### src/rtl/legv8_pkg.sv
// Shared LEGv8 core definitions: widths, fetch constants and the IF/ID pipeline register type.
package legv8_pkg;

  localparam int unsigned INSTR_W = 32;
  localparam int unsigned XLEN    = 64;
  localparam int unsigned PC_STEP = 4;

  // CBZ XZR,#0: branches to itself forever, used by programs as a stop marker.
  localparam logic [INSTR_W-1:0] HALT_INSTR = 32'hb400001f;

  typedef struct packed {
    logic [INSTR_W-1:0] instr;
    logic [XLEN-1:0]    pc;
    logic               valid;
  } ifid_t;

  function automatic logic is_halt(input logic [INSTR_W-1:0] word);
    return word == HALT_INSTR;
  endfunction

endpackage

### src/rtl/pc_reg.sv
// Program counter register: N-bit flop with async active-low reset and load enable.
module pc_reg #(
  parameter int unsigned N = 64
) (
  input  logic         clk,
  input  logic         reset,
  input  logic         load,
  input  logic [N-1:0] next_pc,
  output logic [N-1:0] pc
);

  always_ff @(posedge clk or negedge reset) begin
    if (!reset) begin
      pc <= '0;
    end else if (load) begin
      pc <= next_pc;
    end
  end

endmodule

### src/rtl/fetch_unit.sv
// LEGv8 instruction-fetch stage: PC, ROM addressing, IF/ID register with valid/ready,
// branch redirect and halt-idiom detection.
module fetch_unit
  import legv8_pkg::*;
#(
  parameter int unsigned N       = 64,
  parameter int unsigned IMEM_AW = 8
) (
  input  logic               clk,
  input  logic               reset,
  input  logic               br_taken_i,
  input  logic [N-1:0]       br_target_i,
  input  logic               id_ready_i,
  output logic [IMEM_AW-1:0] imem_addr_o,
  input  logic [INSTR_W-1:0] imem_q_i,
  output logic [INSTR_W-1:0] instr_o,
  output logic [N-1:0]       pc_o,
  output logic               valid_o,
  output logic               halted_o
);

  logic [N-1:0] pc;
  logic [N-1:0] next_pc;
  logic         pc_load;
  logic         accept;
  logic         halt_hit;
  logic         halted;
  ifid_t        ifid;

  assign accept   = (!ifid.valid || id_ready_i) && !halted;
  assign halt_hit = is_halt(imem_q_i);

  // Redirect wins over everything; a fetched halt keeps the PC parked on itself.
  always_comb begin
    pc_load = 1'b0;
    next_pc = pc;
    if (br_taken_i) begin
      pc_load = 1'b1;
      next_pc = br_target_i & ~N'(3);
    end else if (accept && !halt_hit) begin
      pc_load = 1'b1;
      next_pc = pc + N'(PC_STEP);
    end
  end

  pc_reg #(
    .N(N)
  ) u_pc_reg (
    .clk     (clk),
    .reset   (reset),
    .load    (pc_load),
    .next_pc (next_pc),
    .pc      (pc)
  );

  always_ff @(posedge clk or negedge reset) begin
    if (!reset) begin
      ifid   <= '0;
      halted <= 1'b0;
    end else if (br_taken_i) begin
      ifid.valid <= 1'b0;
      halted     <= 1'b0;
    end else if (accept) begin
      ifid.instr <= imem_q_i;
      ifid.pc    <= XLEN'(pc);
      ifid.valid <= 1'b1;
      halted     <= halt_hit;
    end else if (ifid.valid && id_ready_i) begin
      // Only reachable while halted: decode drains the halt instruction.
      ifid.valid <= 1'b0;
    end
  end

  assign imem_addr_o = pc[IMEM_AW+1:2];
  assign instr_o     = ifid.instr;
  assign pc_o        = ifid.pc[N-1:0];
  assign valid_o     = ifid.valid;
  assign halted_o    = halted;

endmodule

### config.mk
export PLATFORM = sky130hd
export DESIGN_NAME = fetch_unit
export DESIGN_NICKNAME = d
export VERILOG_FILES = /design/src/rtl/legv8_pkg.sv /design/src/rtl/pc_reg.sv /design/src/rtl/fetch_unit.sv
export SDC_FILE = /design/constraint.sdc
export NUM_CORES = 1
export LEC_CHECK = 0
export CAP_MARGIN = 5
export CORE_ASPECT_RATIO = 1.75
export CORE_MARGIN = 8
export CORE_UTILIZATION = 40
export CTS_CLUSTER_DIAMETER = 40
export DETAILED_ROUTE_END_ITERATION = 10
export PLACE_DENSITY = 0.68
export SETUP_SLACK_MARGIN = 0.05
export SLEW_MARGIN = 20
export SYNTH_ARGS = -nofsm -noshare
export SYNTH_HDL_FRONTEND = slang
export SYNTH_SLANG_ARGS = --single-unit
### constraint.sdc
create_clock -name clk -period 2.6 [get_ports clk]
set_input_delay 0.52 -clock clk [delete_from_list [all_inputs] [get_ports clk]]
set_output_delay 0.52 -clock clk [all_outputs]
set_load 0.005 [all_outputs]
# == Word level (Yosys, flattened, before mapping) ==
# Cells that the tools add are included.
# totals
ff_bits,162
inputBits,100
output_inout_bits,106
# op_classes
bitwise_logic,1
add_sub_neg,1
reduce_logical,12
n_eq_ne,1
mux,9
# op_table
op,count
$mux W64,2
$add A64 B3 Y64 const B,1
$eq A32 B32 Y1 const B,1
$mux W1,7
$reduce_and A2 Y1,2
$reduce_bool A2 Y1,2
$logic_and A1 B1 Y1,3
$logic_not A1 Y1,3
$reduce_bool A3 Y1,1
$logic_or A1 B1 Y1,1
$not A1 Y1,1

# == Depth between registers and ports, before layout ==
# Gate-level depths: netlist of the first run.
# depth
ltp_word,7
depth_mapped,9

# == By module ==
# Synthesis of the first run repeated with hierarchy kept, for this count alone.
# unflattened
cells_unflattened,818
hier_area_um2,9125.0
# by_module_without_submodules
mod,cells_each,seq_area_each_um2,instances,area_each_um2
fetch_unit,683,2452.4,1,6446.2
pc_reg,135,1601.5,1,2678.8

# == Worst setup path after synthesis of the first run ==
# OpenSTA, ideal clock, no wires.
# synth_path
path_type,register -> register
start,register u_pc_reg.pc[2]
end,register u_pc_reg.pc[54]
synth_period_minus_slack_ps,2529
arrival_ps,2459
t_required_ps,2531
stages_incl_launch_ff,9
n_path_buf,1
path_slack_ps,71
path_cell_list,dfrtp_1 ha_1 and3_1 nand2_1 or4_4 buf_6 or4_4 or4_1 nand3_1
# synth_between
elab_chain_cells,3
# synth_rtl
item,line,rtl
"start, declared",pc_reg.sv:9,output logic [N-1:0] pc
"start signal, assigned",pc_reg.sv:16,pc <= next_pc;
$add A64 B3 Y64,fetch_unit.sv:42,next_pc = pc + N'(PC_STEP);
$mux W64,fetch_unit.sv:40,end else if (accept && !halt_hit) begin
$mux W64,fetch_unit.sv:37,if (br_taken_i) begin
# Every way passes these cells. The select of a mux whose other input is x is not followed.
# A chain may end at the register's enable or synchronous reset.

# == Worst setup path in the final report of the first run ==
# layout_path
start,register u_pc_reg.pc[13]
end,register u_pc_reg.pc[54]
# The elaborated chain is that of the path after synthesis.

==> flow_results.xml, run 1 <==
<?xml version="1.0" encoding="UTF-8"?>
<metrics>
  <group name="timing">
    <metric name="finalHoldViolations" unit="">0</metric>
    <metric name="grt_setup_unrepaired" unit="">true</metric>
    <metric name="slew_violations" unit="">0</metric>
    <metric name="number_of_endpoints_failing_setup_at_the_final_stage" unit="">0</metric>
    <metric name="setup_ws" unit="ns">0.09893</metric>
    <metric name="tightestPinTransition" unit="ns">0.6834</metric>
    <metric name="max_freq" unit="MHz">399.8</metric>
    <metric name="final.min_clock_period" unit="ns">2.501</metric>
    <metric name="worst_hold_slack" unit="ns">0.05366</metric>
    <metric name="max_slew_margin" unit="%">54.02</metric>
    <metric name="final.period_utilization" unit="%">96.19</metric>
    <metric name="skew" unit="ns">0.01677</metric>
    <metric name="final_tns_setup" unit="ns">0</metric>
  </group>
  <group name="critical_path">
    <metric name="crit_path_max_fanout" unit="">6</metric>
    <metric name="cpPeakStageDelay" unit="ns">0.59</metric>
    <metric name="worst_path_most_repeated_cell" unit="">or4_4</metric>
    <metric name="worst-setup-path-type" unit="">register to register</metric>
    <metric name="critPathRequiredTime" unit="ns">2.96</metric>
    <metric name="crit_chain" unit="">and2_1 -&gt; nand2_1 -&gt; or4_4 -&gt; or4_4 -&gt; or4_1 -&gt; nand3_1</metric>
    <metric name="cp-end-kind" unit="">register</metric>
    <metric name="critPathBufInv" unit="">0</metric>
    <metric name="critical_path.top_delay_family" unit="">simple AND/OR/NAND/NOR gates</metric>
    <metric name="start_kind" unit="">register</metric>
    <metric name="timing.critical_path.arrival" unit="ns">2.86</metric>
    <metric name="cp_depth" unit="">6</metric>
    <metric name="worstRegToRegCells" unit="">6</metric>
    <metric name="cp_slowest_cell" unit="">or4_4</metric>
  </group>
  <group name="run_status">
    <metric name="outcome" unit="">complete, no violations</metric>
  </group>
  <group name="floorplanning">
    <metric name="initial_core_util" unit="%">40.53</metric>
    <metric name="fp.dieH" unit="µm">202.7</metric>
    <metric name="x_dimension_of_the_die" unit="µm">122.7</metric>
    <metric name="ioPinCount" unit="">206</metric>
    <metric name="design.die.area" unit="µm²">24870</metric>
    <metric name="core_area" unit="µm²">19650</metric>
    <metric name="core.rowCount" unit="">68</metric>
  </group>
  <group name="drt">
    <metric name="drcViolationCount" unit="">0</metric>
    <metric name="via_count" unit="">7178</metric>
    <metric name="total_wire_length_after_detailed_routing" unit="µm">26120</metric>
    <metric name="antenna_left" unit="">0</metric>
    <metric name="vias_per_cell" unit="">5.630</metric>
    <metric name="drt-wirelength-per-cell" unit="µm">20.48</metric>
    <metric name="drtIter0Drc" unit="">423</metric>
    <metric name="dr.pass1.iters" unit="">5</metric>
  </group>
  <group name="power_and_ir_drop">
    <metric name="power.ir.vdd_worst" unit="V">0.0004455</metric>
    <metric name="power.sequential.fraction" unit="%">41.7</metric>
    <metric name="switching_power" unit="mW">2.201</metric>
    <metric name="p_leak" unit="nW">4.495</metric>
    <metric name="power_frac_clock" unit="%">31.8</metric>
    <metric name="power-per-cell-area" unit="nW/µm²">690.4</metric>
    <metric name="netSwitchingFraction" unit="%">28.34</metric>
    <metric name="comb_power_share" unit="%">26.4</metric>
    <metric name="pint" unit="mW">5.565</metric>
  </group>
  <group name="clocking">
    <metric name="maximum_buffer_depth_of_the_clock_tree" unit="">2</metric>
    <metric name="cts-htree-levels" unit="">4</metric>
    <metric name="tritoncts" unit="">done</metric>
    <metric name="number_of_buffers_created_by_cts" unit="">17</metric>
    <metric name="number_of_buffers_added_to_fix_hold_violations_after_cts" unit="">0</metric>
    <metric name="path_clk_slew" unit="ns">0.07</metric>
    <metric name="number_of_clock_sinks" unit="">158</metric>
    <metric name="clockRootBuffer" unit="">clkbuf_16</metric>
    <metric name="clk_latency" unit="ns">0.43</metric>
  </group>
  <group name="place">
    <metric name="finalWeightedCongestion" unit="">0.8936</metric>
    <metric name="placed_cells" unit="">1241</metric>
    <metric name="pre_cts_slack" unit="ns">-0.1951</metric>
    <metric name="buffer_ports.inserted" unit="">201</metric>
    <metric name="hpwlAfterDp" unit="µm">19760</metric>
  </group>
  <group name="grt">
    <metric name="grt_pass1_wl" unit="µm">40940</metric>
    <metric name="vias_in_the_first_global_route" unit="">7406</metric>
    <metric name="grt_util_all_layers" unit="%">21.16</metric>
    <metric name="global_route.overflow_total" unit="">0</metric>
    <metric name="grt_antenna_before_repair" unit="">3</metric>
    <metric name="maximum_number_of_pins_on_one_net_before_global_route_repair" unit="">79</metric>
  </group>
  <group name="yosys">
    <metric name="yosys_warnings" unit="">0</metric>
    <metric name="synth_async_sr_flop_share" unit="%">100.0</metric>
    <metric name="dominantRegCellSynth" unit="">dfrtp_1</metric>
    <metric name="synth_edf_count" unit="">0</metric>
    <metric name="yosys_register_bits" unit="">158</metric>
    <metric name="mappedNetlistArea" unit="µm²">7966</metric>
    <metric name="synth.yosys.seq_area_share" unit="%">49.63</metric>
    <metric name="instance_count_of_the_mapped_netlist" unit="">785</metric>
    <metric name="syn_avg_cell_area" unit="µm²">10.15</metric>
    <metric name="netlist-cell-type-count" unit="">64</metric>
  </group>
  <group name="finish">
    <metric name="post-route-util" unit="%">57.24</metric>
    <metric name="fin_cells" unit="">1275</metric>
    <metric name="nets" unit="">1116</metric>
    <metric name="most-common-layout-cells" unit="">199 x clkdlybuf4s50_1, 158 x dfrtp_1, 88 x mux2_2</metric>
    <metric name="final_common_cell" unit="">clkdlybuf4s50_1</metric>
    <metric name="drive_gt1_share" unit="%">20.91</metric>
    <metric name="area_delta_synth_final" unit="%">41.21</metric>
  </group>
  <group name="run">
    <metric name="cap_viol_max_count" unit="">0</metric>
  </group>
  <group name="min_path">
    <metric name="timing.hold.worst.class" unit="">input pin to async pin</metric>
  </group>
</metrics>
## power by group through the flow
stage	combinational, mW	sequential (mW)	clock, mW
after floorplan	0.772	3.27	0
after global placement	2.05	3.26	0
after detailed placement	2.07	3.28	0
after CTS	2.09	3.24	2.51
after global routing	2.21	3.31	2.60
final	2.05	3.24	2.47
## path summary, 6_finish.rpt
| kind | start | end | slack [ns] |
|---|---|---|---|
| max in group asynchronous | reset | pc_o[45] | 1.83 |
| min | reset | pc_o[8] | 0.05 |
| min reg2reg | pc_o[29] | pc_o[29] | 0.48 |
| min in group clk | pc_o[29] | pc_o[29] | 0.48 |
| max | u_pc_reg.pc[13] | u_pc_reg.pc[54] | 0.1 |
| max reg2reg | u_pc_reg.pc[13] | u_pc_reg.pc[54] | 0.1 |
## metal layers
layer / wire length (µm) / part of all wire, % / GRT usage [%] / vias up
li1: - / - / - / 3380
met1: 9516 / 36 / 22.42 / 3530
met2: 14220 / 54 / 38.03 / 224
met3: 1492 / 5.7 / 5.174 / 42
met4: 884 / 3.4 / 9.628 / 2
met5: 10 / 0.038 / 0 / -
## worst register-to-register path, delay by kind of cell, from the launching register on
kind / cells / cell delay (ns)
DFF: 1 / 0.48
and+or+nand+nor: 6 / 1.97
## cells in the mapped netlist, types with 2 or more instances
master,n,area share (%)
and3_1,11,0.86
mux2_2,88,12
buf_1,2,0.094
nand2_1,70,3.3
o22a_1,2,0.22
and4b_1,2,0.25
buf_4,10,0.94
o31a_1,2,0.22
nor2b_1,3,0.24
o22ai_1,7,0.55
o211ai_1,3,0.28
or3_1,3,0.24
a41o_1,3,0.38
mux2i_1,11,1.4
o311ai_0,3,0.33
nand3_1,36,2.3
o2bb2ai_1,2,0.22
a2bb2oi_1,4,0.44
a22o_1,2,0.22
a32oi_1,4,0.44
nor3_1,15,0.94
o21ai_0,61,3.8
a31oi_1,4,0.31
inv_1,6,0.28
a21o_1,3,0.28
and2_1,5,0.39
buf_2,5,0.31
nand4_1,27,2.1
or4_1,4,0.38
a21oi_1,59,3.7
nor4_1,23,1.8
clkbuf_1,41,1.9
dfrtp_1,158,50
a22oi_1,10,0.94
o32ai_1,4,0.44
o21a_1,5,0.47
a31o_2,6,0.66
or2_2,2,0.16
or4_4,2,0.28
o31ai_1,3,0.28
nand2b_1,2,0.16
and4_1,7,0.77
nor2_1,44,2.1
## layout make-up
cell class	instances	area [µm²]
Sequential cell	158	3954
Antenna cell	2	5.005
Tap cell	245	306.5
Fill cell	1682	8404
Clock buffer	21	470.5
Inverter	7	26.28
Clock inverter	11	108.9
Multi-Input combinational cell	562	3760
Timing Repair Buffer	269	2619
## per-stage QoR
| stage | area (µm²) | power (mW) |
|---|---|---|
| detailed placement | 10650 | 5.356 |
| finish | 11250 | 7.767 |
| global placement | 10650 | 5.308 |
| floorplan | 7970 | 4.038 |
| CTS | 11230 | 7.840 |
| global route | 11250 | 8.121 |
## cell families (layout without fill, tap and decap cells)
family / count (synthesis) / count (layout) / share of synthesized area (%)
AND/OR/NAND/NOR: 267 / 267 / 17.67
AO/OA/AOI/OAI: 193 / 193 / 14.92
flip-flops: 158 / 158 / 49.63
multiplexers: 99 / 99 / 13.82
buffers and inverters: 66 / 308 / 3.754
adder cells (fa/ha/maj): 1 / 1 / 0.1570
other: 1 / 4 / 0.04707
## what timing repair did
item | 4_1_cts | 5_1_grt
setup buffers | 0 | 0
gates resized for setup | 0 | 3
endpoints found under the setup margin | 0 | 2
Power figures use the tool's default switching activity.
==> run 2: changes to the inputs <==
--- a/config.mk
+++ b/config.mk
@@ -10,6 +10,7 @@
 export CORE_MARGIN = 8
 export CORE_UTILIZATION = 40
 export CTS_CLUSTER_DIAMETER = 40
+export CTS_CLUSTER_SIZE = 28
 export DETAILED_ROUTE_END_ITERATION = 10
 export PLACE_DENSITY = 0.68
 export SETUP_SLACK_MARGIN = 0.05
==> results of run 2 <==
Same layout as run 1: the final DEF is identical, and so are final timing and power.
==> run 3: changes to the inputs <==
--- a/config.mk
+++ b/config.mk
@@ -9,6 +9,7 @@
 export CORE_ASPECT_RATIO = 1.75
 export CORE_MARGIN = 8
 export CORE_UTILIZATION = 40
+export CTS_BUF_LIST = sky130_fd_sc_hd__clkbuf_2 sky130_fd_sc_hd__clkbuf_4 sky130_fd_sc_hd__clkbuf_8
 export CTS_CLUSTER_DIAMETER = 40
 export CTS_CLUSTER_SIZE = 28
 export DETAILED_ROUTE_END_ITERATION = 10
==> run 3 against run 2 <==
  * Sequential power hardly changed
  * Hold slack worse by 0.031 ns
  * Clock-buffer cell count stayed put
  * Clock power is 25% lower
  * Die area stayed put
  * Clock skew is 0.013 ns higher
  * Worst setup slack worse by 0.0052 ns
  * Wire length hardly changed
  * Final area is 1.6% lower
  * Critical path type unchanged
  * Critical endpoint unchanged
  * Largest cell class unchanged
  * Largest power group unchanged
==> flow_results.xml, run 3 (synthesized netlist as in run 1, its figures left out) <==
<?xml version="1.0" encoding="UTF-8"?>
<metrics>
  <group name="timing">
    <metric name="tightestPinTransition" unit="ns">0.6250</metric>
    <metric name="final_tns_setup" unit="ns">0</metric>
    <metric name="setup_ws" unit="ns">0.09369</metric>
    <metric name="grt_setup_unrepaired" unit="">true</metric>
    <metric name="slew_violations" unit="">0</metric>
    <metric name="skew" unit="ns">0.03021</metric>
    <metric name="final.period_utilization" unit="%">96.40</metric>
    <metric name="max_freq" unit="MHz">399.0</metric>
    <metric name="worst_hold_slack" unit="ns">0.02219</metric>
    <metric name="max_slew_margin" unit="%">58.33</metric>
    <metric name="final.min_clock_period" unit="ns">2.506</metric>
    <metric name="number_of_endpoints_failing_setup_at_the_final_stage" unit="">0</metric>
    <metric name="finalHoldViolations" unit="">0</metric>
  </group>
  <group name="critical_path">
    <metric name="worst_path_most_repeated_cell" unit="">or4_4</metric>
    <metric name="crit_path_max_fanout" unit="">6</metric>
    <metric name="start_kind" unit="">register</metric>
    <metric name="crit_chain" unit="">and2_1 -&gt; nand2_1 -&gt; or4_4 -&gt; or4_4 -&gt; or4_1 -&gt; nand3_1</metric>
    <metric name="cp-end-kind" unit="">register</metric>
    <metric name="critPathRequiredTime" unit="ns">3.00</metric>
    <metric name="worst-setup-path-type" unit="">register to register</metric>
    <metric name="cp_slowest_cell" unit="">or4_4</metric>
    <metric name="critPathBufInv" unit="">0</metric>
    <metric name="cpPeakStageDelay" unit="ns">0.59</metric>
    <metric name="critical_path.top_delay_family" unit="">simple AND/OR/NAND/NOR gates</metric>
    <metric name="timing.critical_path.arrival" unit="ns">2.90</metric>
  </group>
  <group name="finish">
    <metric name="area_delta_synth_final" unit="%">38.89</metric>
    <metric name="final_common_cell" unit="">clkdlybuf4s50_1</metric>
    <metric name="final_cell_area" unit="µm²">11060</metric>
    <metric name="fin_cells" unit="">1276</metric>
    <metric name="most-common-layout-cells" unit="">199 x clkdlybuf4s50_1, 158 x dfrtp_1, 88 x mux2_2</metric>
    <metric name="post-route-util" unit="%">56.30</metric>
    <metric name="fillers" unit="">1727</metric>
    <metric name="drive_gt1_share" unit="%">21.01</metric>
    <metric name="nets" unit="">1116</metric>
  </group>
  <group name="floorplanning">
    <metric name="core_area" unit="µm²">19650</metric>
    <metric name="design.die.area" unit="µm²">24870</metric>
    <metric name="x_dimension_of_the_die" unit="µm">122.7</metric>
    <metric name="ioPinCount" unit="">206</metric>
    <metric name="initial_core_util" unit="%">40.53</metric>
    <metric name="fp.dieH" unit="µm">202.7</metric>
    <metric name="core.rowCount" unit="">68</metric>
  </group>
  <group name="run_status">
    <metric name="outcome" unit="">complete, no violations</metric>
  </group>
  <group name="clocking">
    <metric name="number_of_clock_sinks" unit="">158</metric>
    <metric name="clk_latency" unit="ns">0.48</metric>
    <metric name="path_clk_slew" unit="ns">0.10</metric>
    <metric name="cts-htree-levels" unit="">4</metric>
    <metric name="post-cts-setup-buffers" unit="">0</metric>
    <metric name="number_of_buffers_added_to_fix_hold_violations_after_cts" unit="">0</metric>
    <metric name="maximum_buffer_depth_of_the_clock_tree" unit="">2</metric>
    <metric name="number_of_buffers_created_by_cts" unit="">17</metric>
    <metric name="tritoncts" unit="">done</metric>
    <metric name="clockRootBuffer" unit="">clkbuf_8</metric>
    <metric name="cts_resized" unit="">0</metric>
  </group>
  <group name="place">
    <metric name="pre_cts_slack" unit="ns">-0.1951</metric>
    <metric name="buffer_ports.inserted" unit="">201</metric>
    <metric name="hpwlAfterDp" unit="µm">19760</metric>
    <metric name="placed_cells" unit="">1241</metric>
    <metric name="finalWeightedCongestion" unit="">0.8936</metric>
    <metric name="instance_area_at_placement" unit="µm²">10650</metric>
  </group>
  <group name="drt">
    <metric name="drtIter0Drc" unit="">438</metric>
    <metric name="drt-wirelength-per-cell" unit="µm">20.47</metric>
    <metric name="via_count" unit="">7191</metric>
    <metric name="antenna_left" unit="">0</metric>
    <metric name="dr.pass1.iters" unit="">7</metric>
    <metric name="drcViolationCount" unit="">0</metric>
    <metric name="total_wire_length_after_detailed_routing" unit="µm">26120</metric>
    <metric name="vias_per_cell" unit="">5.636</metric>
  </group>
  <group name="power_and_ir_drop">
    <metric name="power-per-cell-area" unit="nW/µm²">644.9</metric>
    <metric name="power.ir.vdd_worst" unit="V">0.0004421</metric>
    <metric name="power.total" unit="mW">7.136</metric>
    <metric name="p_leak" unit="nW">4.411</metric>
  </group>
  <group name="run">
    <metric name="cap_viol_max_count" unit="">0</metric>
  </group>
  <group name="grt">
    <metric name="maximum_number_of_pins_on_one_net_before_global_route_repair" unit="">79</metric>
    <metric name="grt_util_all_layers" unit="%">21.09</metric>
    <metric name="grt_pass1_wl" unit="µm">40710</metric>
    <metric name="grt_antenna_before_repair" unit="">4</metric>
    <metric name="vias_in_the_first_global_route" unit="">7336</metric>
    <metric name="global_route.overflow_total" unit="">0</metric>
  </group>
  <group name="min_path">
    <metric name="timing.hold.worst.class" unit="">input pin to async pin</metric>
  </group>
</metrics>
-- run 3: final cells by class --
| type | instances | area, µm² | share of cell area [%] |
|---|---|---|---|
| sequential | 158 | 3954 | 35.73 |
| multi-input combinational | 562 | 3760 | 33.98 |
| timing repair buffer | 269 | 2619 | 23.67 |
| tap | 245 | 306.5 | 2.771 |
| clock buffer | 21 | 282.8 | 2.556 |
| clock inverter | 11 | 108.9 | 0.9838 |
| inverter | 7 | 26.28 | 0.2375 |
| antenna | 3 | 7.507 | 0.06785 |
-- run 3: per-layer routing --
metal | track usage, % | part of all wire (%) | vias to the layer above
met5 | 0 | 0.038 | -
met4 | 9.278 | 3.1 | 2
li1 | - | - | 3380
met2 | 38.09 | 55 | 237
met3 | 5.174 | 5.8 | 42
met1 | 22.28 | 36 | 3530
-- run 3: power by group --
part / total [mW] / switching [mW] / internal [mW]
clock network: 1.85 / 0.997 / 0.851
logic: 2.05 / 0.802 / 1.25
registers: 3.24 / 0.329 / 2.91
total: 7.14 / 2.13 / 5.01
-- run 3: worst paths after layout --
kind                       cells past startpoint         endpoint       startpoint  slack (ns)
setup / recovery                               6  u_pc_reg.pc[54]  u_pc_reg.pc[13]        0.09
hold / removal                                 1  u_pc_reg.pc[14]            reset        0.02
setup reg to reg                               6  u_pc_reg.pc[54]  u_pc_reg.pc[13]        0.09
hold reg to reg                                2         pc_o[46]         pc_o[46]        0.49
max in group asynchronous                      2         pc_o[51]            reset        1.88
min in group clk                               2         pc_o[46]         pc_o[46]        0.49
